<file path="config.mk">
export PLATFORM = sky130hd
export DESIGN_NAME = coarse_interval_counter
export DESIGN_NICKNAME = d
export VERILOG_FILES = /design/src/rtl/coarse_interval_counter.sv
export SDC_FILE = /design/constraint.sdc
export NUM_CORES = 1
export LEC_CHECK = 0
export ABC_AREA = 1
export CORE_MARGIN = 1.5
export CORE_UTILIZATION = 40
export CTS_CLUSTER_DIAMETER = 200
export DETAILED_ROUTE_END_ITERATION = 16
export DONT_BUFFER_PORTS = 1
export HOLD_SLACK_MARGIN = 0.06
export PLACE_DENSITY = 0.51
export SKIP_CTS_REPAIR_TIMING = 1
export SYNTH_ARGS = -nofsm -noshare
export SYNTH_HDL_FRONTEND = slang
export SYNTH_SLANG_ARGS = --single-unit
</file>
<file path="constraint.sdc">
create_clock -name clk -period 1.9 [get_ports clk]
set_clock_uncertainty 0.2 [all_clocks]
set_input_delay 0 -clock clk [delete_from_list [all_inputs] [get_ports clk]]
set_output_delay 0 -clock clk [all_outputs]
set_load 0.02 [all_outputs]
</file>
<file path="src/rtl/coarse_interval_counter.sv">
// Coarse TDC interval counter: counts clk cycles from a start pulse to the next stop pulse.
// Latency: result_valid rises the cycle after the stop (or timeout) is sampled; all outputs registered.
// Backpressure: a result is held until result_valid && result_ready; pulses arriving while held are dropped.
// Optional feature macro: COARSE_TIMEOUT_EN (end a measurement at counter saturation, flagging timeout).
module coarse_interval_counter #(
  parameter int COUNT_W = 16
) (
  input  logic               clk,
  input  logic               reset,
  input  logic               start_pulse,
  input  logic               stop_pulse,
  input  logic               result_ready,
  output logic               result_valid,
  output logic [COUNT_W-1:0] result_count,
  output logic               result_timeout,
  output logic               busy
);

  typedef enum logic [1:0] {
    S_IDLE = 2'd0,
    S_RUN  = 2'd1,
    S_HOLD = 2'd2
  } state_t;

  localparam logic [COUNT_W-1:0] CNT_ONE = {{(COUNT_W-1){1'b0}}, 1'b1};
  localparam logic [COUNT_W-1:0] CNT_MAX = {COUNT_W{1'b1}};

  state_t             state_q, state_d;
  logic [COUNT_W-1:0] count_q, count_d;
  logic [COUNT_W-1:0] res_count_q, res_count_d;
  logic               handshake;

  // The held result is consumed only while it is actually being presented.
  assign handshake = (state_q == S_HOLD) && result_ready;

`ifdef COARSE_TIMEOUT_EN
  logic res_timeout_q, res_timeout_d;
  logic at_max;

  // Saturation only matters in RUN; a stop in the same cycle takes priority.
  assign at_max = (count_q == CNT_MAX);
`endif

  // State and datapath registers with synchronous active-low reset
  always_ff @(posedge clk) begin
    if (!reset) begin
      state_q     <= S_IDLE;
      count_q     <= '0;
      res_count_q <= '0;
`ifdef COARSE_TIMEOUT_EN
      res_timeout_q <= 1'b0;
`endif
    end else begin
      state_q     <= state_d;
      count_q     <= count_d;
      res_count_q <= res_count_d;
`ifdef COARSE_TIMEOUT_EN
      res_timeout_q <= res_timeout_d;
`endif
    end
  end

  // Next-state logic: start arms, stop (or saturation) captures, handshake releases
  always_comb begin
    state_d = state_q;
    unique case (state_q)
      S_IDLE: begin
        // Start wins over a coincident stop, so intervals are never zero-length.
        if (start_pulse) state_d = S_RUN;
      end
      S_RUN: begin
        if (stop_pulse) begin
          state_d = S_HOLD;
`ifdef COARSE_TIMEOUT_EN
        end else if (at_max) begin
          state_d = S_HOLD;
`endif
        end
      end
      S_HOLD: begin
        // A start in the handshake cycle begins the next measurement immediately.
        if (handshake) state_d = start_pulse ? S_RUN : S_IDLE;
      end
      default: state_d = S_IDLE;
    endcase
  end

  // Counter and result capture; count is 1 in the cycle after start so stop gives t1 - t0
  always_comb begin
    count_d     = '0;
    res_count_d = res_count_q;
`ifdef COARSE_TIMEOUT_EN
    res_timeout_d = res_timeout_q;
`endif
    unique case (state_q)
      S_IDLE: begin
        if (start_pulse) count_d = CNT_ONE;
      end
      S_RUN: begin
        if (stop_pulse) begin
          res_count_d = count_q;
`ifdef COARSE_TIMEOUT_EN
          res_timeout_d = 1'b0;
        end else if (at_max) begin
          res_count_d   = CNT_MAX;
          res_timeout_d = 1'b1;
`endif
        end else begin
          // Without saturation handling this wraps modulo 2^COUNT_W.
          count_d = count_q + CNT_ONE;
        end
      end
      S_HOLD: begin
        if (handshake && start_pulse) count_d = CNT_ONE;
      end
      default: count_d = '0;
    endcase
  end

  // Outputs decoded purely from registers; result_ready has no path to any output
  always_comb begin
    result_valid = (state_q == S_HOLD);
    busy         = (state_q != S_IDLE);
    result_count = res_count_q;
`ifdef COARSE_TIMEOUT_EN
    result_timeout = res_timeout_q;
`else
    result_timeout = 1'b0;
`endif
  end

endmodule

</file>
==> results of run 1 <==
==> state kept, by name (all words and copies together) (netlist names) <==
name          cells
result_count     16
count_q          16
state_q           2
==> power breakdown <==
group / leakage [nW] / switching (mW) / internal (mW)
Sequential: 0.276 / 0.0403 / 0.737
Combinational: 0.305 / 0.0513 / 0.0310
Clock: 0.0431 / 0.240 / 0.279
==> cells in the mapped netlist, drive strengths merged <==
library cell,number,area share
a31oi,1,0.0042
inv,35,0.089
ha,1,0.0084
nand4,2,0.0084
conb,1,0.0025
buf,4,0.019
xor2,1,0.0059
a21oi,24,0.083
nand3,8,0.034
o21bai,1,0.0076
clkbuf,2,0.0059
nand2,34,0.091
o21ai,20,0.070
dfxtp,34,0.46
nor2,34,0.11
nor3,2,0.0067
==> cell usage in the layout (no fill, tap or decap), drive strengths merged <==
cell type    instances
dfxtp               34
a31oi                1
dlygate4sd3          5
nor3                 2
a21oi               24
clkbuf               6
conb                 1
ha                   1
nor2                34
o21bai               1
buf                  2
nand3                8
nand4                2
inv                 35
xor2                 1
o21ai               20
nand2               34
==> kinds of logic (layout without fill, tap and decap cells) <==
family / after synthesis / after routing / share of synthesized area
flip-flops: 34 / 34 / 0.459
adder cells (fa/ha/maj): 1 / 1 / 0.00843
buffers and inverters: 41 / 48 / 0.113
AO/OA/AOI/OAI: 46 / 46 / 0.165
XOR/XNOR: 1 / 1 / 0.00590
AND/OR/NAND/NOR: 80 / 80 / 0.246
other: 1 / 1 / 0.00253
==> layer usage <==
layer  global-route usage  share of wire  up-vias
met2                0.228           0.40       23
met5                    0              0        -
met1                0.211           0.53      536
met4               0.0571          0.018        0
met3               0.0599          0.052        6
li1                     -              -      649
==> worst register-to-register path, stage by stage (launching register included) <==
cell	delay, ns
dfxtp_1	0.38
inv_1	0.08
nand2_1	0.06
a21oi_1	0.04
dlygate4sd3_1	0.57
nor2_1	0.12
nor2_1	0.05
==> through the flow <==
stage,total power [mW],hold slack (ns),instance area (um^2),utilization,worst slack (ns)
5_1_grt,1.44,0.284,1650,0.480,0.225
3_3_place_gp,0.861,-0.0495,1520,0.442,0.501
6_report,1.38,0.250,1650,0.480,0.299
3_5_place_dp,0.863,-0.0497,1520,0.442,0.426
4_1_cts,1.38,-0.350,1600,0.466,0.411
2_1_floorplan,0.852,-0.0616,1480,-,0.566
==> final cells by class <==
class,instances,area (um^2),share of cell area
inverters,35,131,0.0795
clock buffers,6,82.6,0.0500
flip-flops and latches,34,681,0.412
well taps,46,57.6,0.0348
multi-input cells,129,636,0.385
repair buffers,7,65.1,0.0394
==> how the worst max path moves through the flow <==
stage	end	start	slack, ns	depth (start not counted)
finish	count_q[0]$_SDFF_PN0_	state_q[0]$_SDFFE_PN0P_	0.30	6
global route	state_q[0]$_SDFFE_PN0P_	state_q[0]$_SDFFE_PN0P_	0.23	6
CTS	count_q[8]$_SDFF_PN0_	count_q[0]$_SDFF_PN0_	0.41	8
detailed placement	count_q[8]$_SDFF_PN0_	count_q[0]$_SDFF_PN0_	0.43	8
global placement	count_q[8]$_SDFF_PN0_	count_q[0]$_SDFF_PN0_	0.50	8
floorplan	count_q[8]$_SDFF_PN0_	count_q[0]$_SDFF_PN0_	0.57	8
==> impl_metrics.ini, run 1 <==
[detailed_routing]
vias = 1214
totalWireLength_um = 2900
ant_nets = 0
viasPerCell = 4.72
firstDrtPassIters = 4
drt-initial-drc-count = 72
post_drt_wl_per_cell_um = 11.3
drt_drc_violations_left = 0

[final_layout]
instances_no_fill = 257
antennaDiodeCount = 0
fillers = 360
syn_to_final_growth_pct = 11.4
drive_gt1_frac = 0.114
fin_nets = 218

[worst_setup_path]
worstReg2RegStart = state_q[0]$_SDFFE_PN0P_
reg2reg_slack_ns = 0.30
cp.arrival_ns = 1.58
critPathTopFamily = buffers and inverters
critical_path_buf_inv_count = 2
critPathKind = flop to flop
critPathRequiredTime_ns = 1.87
cpMaxStageDelayCell = dlygate4sd3_1
reg2reg_to = count_q[0]$_SDFF_PN0_
start_kind = flop
cpPeakStageDelay_ns = 0.57
cp_max_fo = 4
cp_common_cell = nor2_1
endpoint_kind = flop
reg2regPathDepth = 6
crit_chain = inv_1 > nand2_1 > a21oi_1 > dlygate4sd3_1 > nor2_1 > nor2_1

[pwr]
vdd_drop_max_mv = 0.361
power_density_nw_per_um2 = 834
p_leak_nw = 0.624

[hold_path]
hold_start = result_ready
hold_path.class = primary input to flop
hold_end = state_q[1]$_SDFFE_PN0P_
whs_path_depth = 4

[global_routing]
grt_usage = 0.157
grt_max_degree = 34
grt_pass1_wl_um = 4980
grt_antenna_before_repair = 0
grt_pass1_vias = 1103
grt_overflow_total = 0

[floorplanning]
die_w_um = 63.9
die_y_um = 63.9
num_rows = 21
start_util = 0.431
design.portCount = 24
core_um2 = 3440
fp.dieArea_um2 = 4080

[timing]
rsz0062_at_grt = false
layout_min_cycle_time_ns = 1.60
hold_viol_final = 0
finalSetupViolations = 0
fin_tns_setup_ns = 0
maxSlewViolCount = 0
fin_crit_sh = 0.843
clock.fmax_mhz = 625
worst_pin_slew_ns = 0.513
relSlewSlack = 0.657

[place]
gp_congestion = 0.790
dp.cells = 246
port_buffers = 0
hpwl_um = 2100

[cts]
cts_tree = done
cts_buffers = 5
clockRootBuffer = clkbuf_8
cts_max_level = 2
clk_path_buf_depth = 2
clk_transition_reported_paths_ns = 0.06
clock-sinks = 34
clock_latency_ns = 0.28

[logic_synthesis]
ys.warnings.count = 0
yosysSeqAreaShare = 0.459
synth_cells = 204
syn_area_um2 = 1480
syn_nets = 210
ys_ff_latch = 34
synth_cell_types = 28
synth.avg_cell_area_um2 = 7.27

[job]
max-cap-violations = 0

[outcome]
status = finished, final reports clean
Power figures use the tool's default switching activity.
==> run 2, diff against run 1 <==
==> constraint.sdc (replaced) <==
create_clock -name clk -period 1.5 [get_ports clk]
set_clock_uncertainty 0.2 [all_clocks]
set_input_delay 0 -clock clk [delete_from_list [all_inputs] [get_ports clk]]
set_output_delay 0 -clock clk [all_outputs]
set_load 0.02 [all_outputs]
==> impl_metrics.ini, run 2 (synthesis results as in run 1) <==
[outcome]
status = finished, final reports clean

[floorplanning]
design.portCount = 24
start_util = 0.431
fp.dieArea_um2 = 4080
die_y_um = 63.9
die_w_um = 63.9
num_rows = 21
core_um2 = 3440

[worst_setup_path]
crit_chain = ha_2 > nand2_2 > inv_2 > nand3_1 > nor2_2 > nand2_1 > nand2_1 > nor2_1
cp_max_fo = 4
start_kind = flop
critical_path_buf_inv_count = 1
cpPeakStageDelay_ns = 0.36
cp.arrival_ns = 1.37
critPathTopFamily = simple AND/OR/NAND/NOR gates
critPathRequiredTime_ns = 1.48
critPathKind = flop to flop
cpMaxStageDelayCell = dfxtp_2
cp_common_cell = nand2_1
endpoint_kind = flop
reg2reg_slack_ns = 0.11

[final_layout]
drive_gt1_frac = 0.167
final_area_um2 = 1750
fin_nets = 221
syn_to_final_growth_pct = 18.0
fillers = 338
final_cell_mix = inv_1, dfxtp_1, nand2_1, nor2_1, a21oi_1
antennaDiodeCount = 0
multi_input_area_um2 = 646
final_util = 0.509
register_area_um2 = 683

[timing]
worst_slack_ns = 0.114
maxSlewViolCount = 0
finalSetupViolations = 0
fin_crit_sh = 0.924
clock.fmax_mhz = 721
worst_pin_slew_ns = 0.499
hold_viol_final = 0
relSlewSlack = 0.666
fin_tns_setup_ns = 0
layout_min_cycle_time_ns = 1.39

[cts]
clock-sinks = 34
cts_tree = done
clock_latency_ns = 0.28
cts_buffers = 5
clk_path_buf_depth = 2
clockRootBuffer = clkbuf_8
clk_transition_reported_paths_ns = 0.07
cts_max_level = 2

[place]
port_buffers = 0
gp_congestion = 0.835
post_dp_cell_area_um2 = 1540
hpwl_um = 2070
place_ws_ns = 0.0223

[pwr]
vdd_drop_max_mv = 0.583
p_leak_nw = 0.663
p_total_mw = 2.13
power_density_nw_per_um2 = 1210

[global_routing]
grt_max_degree = 34
grt_pass1_wl_um = 4710
grt_overflow_total = 0
grt_usage = 0.147
grt_antenna_before_repair = 0
grt_pass1_vias = 1001

[detailed_routing]
ant_nets = 0
drt-initial-drc-count = 55
post_drt_wl_per_cell_um = 11.0
vias = 1222
totalWireLength_um = 2880
viasPerCell = 4.66
drt_drc_violations_left = 0
firstDrtPassIters = 4

[job]
max-cap-violations = 0

[hold_path]
hold_path.class = primary input to flop
-- run 2: report_power, final --
group / switching, mW / internal (mW)
Clock: 0.328 / 0.709
Sequential: 0.0513 / 0.934
Combinational: 0.0647 / 0.0395
Total: 0.444 / 1.68
-- run 2: worst reg2reg max path: stages, from the launching register on --
cell	delay (ns)
dfxtp_2	0.36
ha_2	0.20
nand2_2	0.09
inv_2	0.08
nand3_1	0.10
nor2_2	0.12
nand2_1	0.05
nand2_1	0.06
nor2_1	0.04
-- run 2: final cells by class --
class                           count  share of cell area
Clock buffer                        6              0.0472
Clock inverter                      2              0.0343
Inverter                           35              0.0765
Multi-Input combinational cell    129               0.369
Sequential cell                    34               0.390
Tap cell                           46              0.0329
Timing Repair Buffer               10              0.0500
-- run 2: final timing paths --
kind,from,end,cells past startpoint
setup / recovery,count_q[0]$_SDFF_PN0_,count_q[8]$_SDFF_PN0_,8
hold / removal,reset,state_q[1]$_SDFFE_PN0P_,3
setup reg to reg,count_q[0]$_SDFF_PN0_,count_q[8]$_SDFF_PN0_,8
hold reg to reg,count_q[15]$_SDFF_PN0_,count_q[15]$_SDFF_PN0_,2
-- run 2: per-stage QoR --
step                      instances  hold WS (ns)
final                           262         0.237
after global routing            262         0.247
after CTS                       257        -0.358
after detailed placement        249       -0.0544
after global placement          249       -0.0510
after floorplan                 204       -0.0616
-- run 2: per-layer routing --
layer,vias to the layer above,share of wire,global-route usage
li1,663,-,-
met1,529,0.52,0.204
met2,28,0.42,0.203
met3,2,0.058,0.0669
met4,0,0.0063,0.0408
met5,-,0,0
==> run 3, diff against run 2 <==
--- a/config.mk
+++ b/config.mk
@@ -12,6 +12,7 @@
 export DETAILED_ROUTE_END_ITERATION = 16
 export DONT_BUFFER_PORTS = 1
 export HOLD_SLACK_MARGIN = 0.06
+export MAX_ROUTING_LAYER = met4
 export PLACE_DENSITY = 0.51
 export SKIP_CTS_REPAIR_TIMING = 1
 export SYNTH_ARGS = -nofsm -noshare
==> impl_metrics.ini, run 3 (synthesis results as in run 1) <==
[cts]
cts_max_level = 2
clk_path_buf_depth = 2
clockRootBuffer = clkbuf_8
cts_buffers = 5
cts_tree = done
clock-sinks = 34
clk_transition_reported_paths_ns = 0.07
clock_latency_ns = 0.28

[global_routing]
grt_antenna_before_repair = 0
grt_pass1_vias = 1006
grt_usage = 0.149
grt_max_degree = 34
grt_overflow_total = 0
grt_pass1_wl_um = 4680

[timing]
fin_crit_sh = 0.923
fin_tns_setup_ns = 0
maxSlewViolCount = 0
relSlewSlack = 0.666
clock.fmax_mhz = 722
worst_slack_ns = 0.116
layout_min_cycle_time_ns = 1.38
finalSetupViolations = 0
hold_viol_final = 0
worst_pin_slew_ns = 0.499

[final_layout]
syn_to_final_growth_pct = 18.0
final_cell_mix = inv_1, dfxtp_1, nand2_1, nor2_1, a21oi_1
drive_gt1_frac = 0.167
antennaDiodeCount = 0
fin_nets = 221
final_area_um2 = 1750
fillers = 338
register_area_um2 = 683
instances_no_fill = 262
multi_input_area_um2 = 646

[pwr]
internal-power_mw = 1.68
power_density_nw_per_um2 = 1220
pwr-share-comb = 0.049
p_leak_nw = 0.663
seqPwrFrac = 0.463
p_sw_frac = 0.209
vdd_drop_max_mv = 0.583
clkPwrFrac = 0.488
switchingPower_mw = 0.445

[detailed_routing]
firstDrtPassIters = 4
drt-initial-drc-count = 52
vias = 1225
drt_drc_violations_left = 0
post_drt_wl_per_cell_um = 10.9
viasPerCell = 4.68
ant_nets = 0
totalWireLength_um = 2860

[worst_setup_path]
worstReg2RegStart = count_q[0]$_SDFF_PN0_
critPathRequiredTime_ns = 1.48
setup.worst_path.start = count_q[0]$_SDFF_PN0_
cp_max_fo = 4
cp.arrival_ns = 1.37
endpoint_kind = flop
critPathKind = flop to flop
start_kind = flop

[floorplanning]
start_util = 0.431
die_y_um = 63.9
num_rows = 21
design.portCount = 24
core_um2 = 3440
fp.dieArea_um2 = 4080
die_w_um = 63.9

[outcome]
status = finished, final reports clean

[place]
gp_congestion = 0.848
place_ws_ns = 0.0223
post_dp_cell_area_um2 = 1540
port_buffers = 0
dp.cells = 249
hpwl_um = 2070

[hold_path]
hold_path.class = primary input to flop
hold_start = reset

[job]
max-cap-violations = 0
[run 3: cell counts in the layout (fill, tap and decap cells not counted)]
Identical to the previous run, type by type.
[run 3: power groups by stage]
stage          Combinational [mW]  Clock, mW  Sequential (mW)
6_report                    0.104       1.04            0.985
2_1_floorplan              0.0787          0             1.00
3_3_place_gp               0.0861          0             1.00
3_5_place_dp               0.0874          0             1.01
4_1_cts                    0.0879       1.06            0.985
5_1_grt                     0.120       1.11            0.989
[run 3: metal layers]
layer / routed length [um] / track usage / vias up
li1: - / - / 662
met1: 1500 / 0.203 / 534
met2: 1170 / 0.203 / 25
met3: 160 / 0.0563 / 4
met4: 28 / 0.0489 / 0
met5: 0 / - / -
[run 3: path summary, 6_finish.rpt]
| path | end | slack, ns | cells past startpoint |
|---|---|---|---|
| worst min register to register | count_q[4]$_SDFF_PN0_ | 0.32 | 2 |
| worst max-delay path | count_q[8]$_SDFF_PN0_ | 0.12 | 8 |
| worst max register to register | count_q[8]$_SDFF_PN0_ | 0.12 | 8 |
| worst min-delay path | state_q[1]$_SDFFE_PN0P_ | 0.24 | 3 |
[run 3: critical path: stages, from the launching register on]
cell	delay, ns
dfxtp_2	0.36
ha_2	0.20
nand2_2	0.09
inv_2	0.08
nand3_1	0.10
nor2_2	0.11
nand2_1	0.05
nand2_1	0.06
nor2_1	0.04
[run 3: cell type report]
cell class / count / share of cell area
clock buffers: 6 / 0.0472
clock inverters: 2 / 0.0343
inverters: 35 / 0.0765
multi-input cells: 129 / 0.369
flip-flops and latches: 34 / 0.390
well taps: 46 / 0.0329
repair buffers: 10 / 0.0500
[run 3: stage by stage]
stage	power, mW	utilization	hold slack, ns
floorplan	1.08	-	-0.0616
global placement	1.09	0.448	-0.0510
detailed placement	1.09	0.448	-0.0544
CTS	2.14	0.490	-0.358
global route	2.22	0.509	0.251
finish	2.13	0.509	0.237
